### src/rtl/carga_rgb_if.sv
// rtl/carga_rgb_if.sv - board-side and timer-side signal bundle for the RGB loader
interface carga_rgb_if;
    logic       btn;
    logic [4:0] sw;
    logic       busy;
    logic [4:0] R;
    logic [4:0] G;
    logic [4:0] B;
    logic       enter;
    logic [2:0] sel;

    modport master (
        output btn, sw, busy,
        input  R, G, B, enter, sel
    );

    modport slave (
        input  btn, sw, busy,
        output R, G, B, enter, sel
    );
endinterface

### src/rtl/carga_rgb.sv
// rtl/carga_rgb.sv - debounced three-step R/G/B on-time loader with start pulse
module carga_rgb #(
    parameter int DEBOUNCE_CYCLES = 4,
    parameter int VAL_MAX         = 15,
    parameter int SENTINEL        = 16
) (
    input  logic        clk,
    input  logic        rst,
    carga_rgb_if.slave  io
);
    localparam int             CW       = (DEBOUNCE_CYCLES > 1) ? $clog2(DEBOUNCE_CYCLES) : 1;
    localparam logic [CW-1:0]  CNT_LAST = CW'(DEBOUNCE_CYCLES - 1);
    localparam logic [4:0]     VMAX     = 5'(VAL_MAX);
    localparam logic [4:0]     SENT     = 5'(SENTINEL);

    typedef enum logic [2:0] {IDLE, LOAD_R, LOAD_G, LOAD_B, FIRE} state_t;

    logic          sync1;
    logic          s;
    logic          db;
    logic          db_q;
    logic [CW-1:0] cnt;
    logic          press;
    logic [4:0]    val;
    state_t        state;
    logic [4:0]    r_q;
    logic [4:0]    g_q;
    logic [4:0]    b_q;
    logic          valid;

    // A new level must be seen DEBOUNCE_CYCLES times in a row before db follows it.
    always_ff @(posedge clk) begin
        if (rst) begin
            sync1 <= 1'b0;
            s     <= 1'b0;
            db    <= 1'b0;
            db_q  <= 1'b0;
            cnt   <= '0;
        end else begin
            sync1 <= io.btn;
            s     <= sync1;
            db_q  <= db;
            if (s == db) begin
                cnt <= '0;
            end else if (cnt == CNT_LAST) begin
                db  <= s;
                cnt <= '0;
            end else begin
                cnt <= cnt + CW'(1);
            end
        end
    end

    assign press = db & ~db_q;
    assign val   = (io.sw > VMAX) ? VMAX : io.sw;

    always_ff @(posedge clk) begin
        if (rst) begin
            state <= IDLE;
            r_q   <= '0;
            g_q   <= '0;
            b_q   <= '0;
            valid <= 1'b0;
        end else begin
            case (state)
                IDLE: begin
                    if (press && !io.busy) begin
                        valid <= 1'b0;
                        state <= LOAD_R;
                    end
                end
                LOAD_R: begin
                    if (press) begin
                        r_q   <= val;
                        state <= LOAD_G;
                    end
                end
                LOAD_G: begin
                    if (press) begin
                        g_q   <= val;
                        state <= LOAD_B;
                    end
                end
                LOAD_B: begin
                    if (press) begin
                        b_q   <= val;
                        valid <= 1'b1;
                        state <= FIRE;
                    end
                end
                FIRE:    state <= IDLE;
                default: state <= IDLE;
            endcase
        end
    end

    // Outputs decode registered state only, so sw never reaches them combinationally.
    assign io.R     = r_q;
    assign io.G     = g_q;
    assign io.B     = (valid && (state == IDLE || state == FIRE)) ? b_q : SENT;
    assign io.enter = (state == FIRE);
    assign io.sel   = (state == LOAD_R) ? 3'b100 :
                      (state == LOAD_G) ? 3'b010 :
                      (state == LOAD_B) ? 3'b001 : 3'b000;
endmodule

### src/flat_wrapper.sv
// flat-port wrapper written by rule: the top's interface ports become plain ports
module carga_rgb_flat 
#(
    parameter int DEBOUNCE_CYCLES = 4,
    parameter int VAL_MAX         = 15,
    parameter int SENTINEL        = 16
)
  (clk, rst, io_btn, io_sw, io_busy, io_R, io_G, io_B, io_enter, io_sel);
  carga_rgb_if io_i ();
  input  logic clk;
  input  logic rst;
  input wire logic [$bits(io_i.btn)-1:0] io_btn;
  input wire logic [$bits(io_i.sw)-1:0] io_sw;
  input wire logic [$bits(io_i.busy)-1:0] io_busy;
  output wire logic [$bits(io_i.R)-1:0] io_R;
  output wire logic [$bits(io_i.G)-1:0] io_G;
  output wire logic [$bits(io_i.B)-1:0] io_B;
  output wire logic [$bits(io_i.enter)-1:0] io_enter;
  output wire logic [$bits(io_i.sel)-1:0] io_sel;
  assign io_i.btn = io_btn;
  assign io_i.sw = io_sw;
  assign io_i.busy = io_busy;
  assign io_R = io_i.R;
  assign io_G = io_i.G;
  assign io_B = io_i.B;
  assign io_enter = io_i.enter;
  assign io_sel = io_i.sel;
  carga_rgb #(.DEBOUNCE_CYCLES(DEBOUNCE_CYCLES), .VAL_MAX(VAL_MAX), .SENTINEL(SENTINEL)) u_core (.clk(clk), .rst(rst), .io(io_i));
endmodule
### config.mk
export PLATFORM = sky130hd
export DESIGN_NAME = carga_rgb_flat
export DESIGN_NICKNAME = d
export VERILOG_FILES = /design/src/rtl/carga_rgb_if.sv /design/src/rtl/carga_rgb.sv /design/src/flat_wrapper.sv
export SDC_FILE = /design/constraint.sdc
export NUM_CORES = 1
export LEC_CHECK = 0
export CORE_ASPECT_RATIO = 0.6
export CORE_MARGIN = 4
export CORE_UTILIZATION = 35
export DETAILED_ROUTE_END_ITERATION = 10
export HOLD_SLACK_MARGIN = 0.08
export PLACE_DENSITY = 0.65
export SYNTH_ARGS = -nofsm -noshare
export SYNTH_HDL_FRONTEND = slang
export SYNTH_SLANG_ARGS = --single-unit
### constraint.sdc
create_clock -name clk -period 1.5 [get_ports clk]
set_clock_uncertainty 0.2 [all_clocks]
set_input_delay 0.3 -clock clk [delete_from_list [all_inputs] [get_ports clk]]
set_output_delay 0.3 -clock clk [all_outputs]
set_load 0.01 [all_outputs]
==> impl_metrics.ini <==
[sta]
finalWorstSetupSlack_ns = -0.0956
finalCritPeriodShare_pct = 106
hold_slack_ns = 0.222
finalHoldViolations = 0
min_period_ns = 1.60
slew_viol_final = 0
maxClockFrequency_mhz = 627
rsz0062_at_grt = yes
setup_violations = 7
relSlewSlack_pct = 72.9
worstMarginPinSlew_ns = 0.406

[synthesis]
yosys_warnings = 0
ys_types = 25
async_reset_ff_share_pct = 0
syn_area_per_cell_um2 = 9.56
synth_area_um2 = 985
syn-num-nets = 113
syn_inst = 103
synth_edf_count = 0
yosysSeqAreaShare_pct = 50.8
synthFlopType = dfxtp_1
ys_ff_latch = 25

[finish]
fin_area_um2 = 1580
area_growth_syn_to_layout_pct = 60.4
fin_nets = 162
final_layout_size_suffix_gt1_share_pct = 40.4
final_common_cell = dfxtp_1
layout_common_cells = dfxtp_1 (22), buf_4 (15), dlygate4sd2_1 (10)
antenna_cells = 0
fillerInstances = 220

[placement]
dpl.hpwl_um = 1790
numPortBuffers = 27
dpl-instance-area_um2 = 1400
gp_congestion = 0.750

[setup_path]
worstPathRequired_ns = 1.00
cp_max_fo = 5
start_kind = flip-flop
cp.arrival_ns = 1.10
cp-end-kind = output port
critPathKind = reg2out

[drt]
routedWlPerCell_um = 13.7
drc = 0
drt-total-wl_um = 2500
dr_wl_met3_um = 166
dr_wl_met2_um = 1090
drt_iter0_markers = 62
wl_met1_um = 1240
vias_per_cell = 4.96
ant_nets = 0
topRoutingLayerUsed = met3
num_vias = 908
dr.pass1.iters = 4

[clocking]
cts_tree = yes
clock_latency_ns = 0.26
cts.sinks = 25
cts_buffer_depth = 2
clkTransAtPathRegs_ns = 0.08
root_buffer = clkbuf_8
h-tree-depth = 1
cts_buffers = 3

[pwr]
power_uw = 1100
p_leak_uw = 0.000652
power_density_nw_per_um2 = 697
worst_ir_drop_vdd_mv = 0.601

[floorplan]
die_area_um2 = 3750
start_util_pct = 38.0
io_pins = 28
rows = 14
core_area_um2 = 2590
fp.dieH_um = 49.1
die_w_um = 76.5

[grt]
grt_pass1_wl_um = 4060
antenna_found_initial = 0
grt_start_max_net_pins = 15
track_usage_pct = 13.5
grt_remaining_overflow = 0
grt_pass1_vias = 866

[status]
violations = negative setup slack
status = finished, violations left

[hold_path]
hold_class = reg2reg

[job]
drv_cap = 0
## worst max-delay path: stages (launching register included)
cell	delay (ns)
dfxtp_4	0.37
buf_6	0.12
nor2b_4	0.10
nor2b_4	0.14
buf_6	0.10
## what timing repair did
item                       4_1_cts  5_1_grt
resized for setup               64       23
gates cloned                     0        0
setup endpoints to repair       32       22
pin swaps                        5       11
hold buffers                     0        0
buffers inserted                 4        2
## worst paths after layout
path	startpoint	endpoint	slack [ns]	cells past startpoint
setup / recovery	u_core.state[1]$_SDFFE_PP0P_	io_sel[2]	-0.1	4
hold / removal	u_core.cnt[0]$_SDFF_PP0_	u_core.cnt[0]$_SDFF_PP0_	0.22	1
setup reg to reg	u_core.state[2]$_SDFFE_PP0P_	u_core.io.R[1]$_SDFFE_PP0P_	0.04	5
hold reg to reg	u_core.cnt[0]$_SDFF_PP0_	u_core.cnt[0]$_SDFF_PP0_	0.22	1
## logic make-up (layout without fill, tap and decap cells)
logic type	count (synthesis)	count (layout)	synth area share (%)
AND/OR/NAND/NOR	39	39	23.6
flip-flops	25	25	50.8
multiplexers	1	1	1.02
buffers and inverters	7	55	3.30
XOR/XNOR	2	2	1.78
AO/OA/AOI/OAI	28	28	18.2
adder cells (fa/ha/maj)	1	1	1.27
## registers in the layout (all words and copies together) (netlist names)
register / count
u_core.b_q: 5
u_core.io.G: 5
u_core.io.R: 5
u_core.state: 3
u_core.cnt: 2
u_core.db: 1
u_core.db_q: 1
u_core.s: 1
u_core.sync1: 1
u_core.valid: 1
## cells in the mapped netlist (all sizes together), types with 2 or more instances
master | n | area, µm²
dfxtp | 25 | 500
a211oi | 13 | 97.6
a21oi | 13 | 65.1
nor2 | 10 | 37.5
nor2b | 6 | 37.5
and3 | 4 | 25.0
nor3 | 4 | 25.0
nor3b | 4 | 41.3
and2 | 3 | 18.8
buf | 3 | 17.5
clkbuf | 2 | 7.51
inv | 2 | 7.51
nand2 | 2 | 7.51
nand2b | 2 | 12.5
nand3b | 2 | 15.0
xnor2 | 2 | 17.5
## report_power, final
group / internal (µW) / switching [µW] / leakage, µW / total, µW
Sequential: 661 / 1.25 / 0.000204 / 662
Combinational: 26.8 / 25.2 / 0.000423 / 52.0
Clock: 185 / 202 / 0.0000255 / 387
Total: 873 / 228 / 0.000652 / 1100
## per-layer routing
metal | up-vias | global-route usage [%]
met3 | 0 | 5.72
li1 | 466 | -
met5 | - | 0
met4 | 0 | 2.41
met2 | 24 | 20.1
met1 | 418 | 18.4
## area by class of cell
cell class                      count  area (µm²)  share of cell area, %
Multi-Input combinational cell     71         557                   35.3
Sequential cell                    25         512                   32.4
Clock inverter                      1        5.00                  0.317
Timing Repair Buffer               49         417                   26.4
Inverter                            2        7.51                  0.475
Tap cell                           32        40.0                   2.54
Clock buffer                        3        41.3                   2.61
## stage by stage
stage	cells	worst slack [ns]	TNS (ns)	util, %
2_1_floorplan	103	0.0395	0	-
3_3_place_gp	174	-0.307	-2.43	53.9
3_5_place_dp	174	-0.317	-2.86	53.9
4_1_cts	182	-0.167	-0.508	57.3
5_1_grt	183	-0.139	-0.862	60.9
6_report	183	-0.0956	-0.380	60.9
No activity file was read; power rests on OpenSTA's default activity.
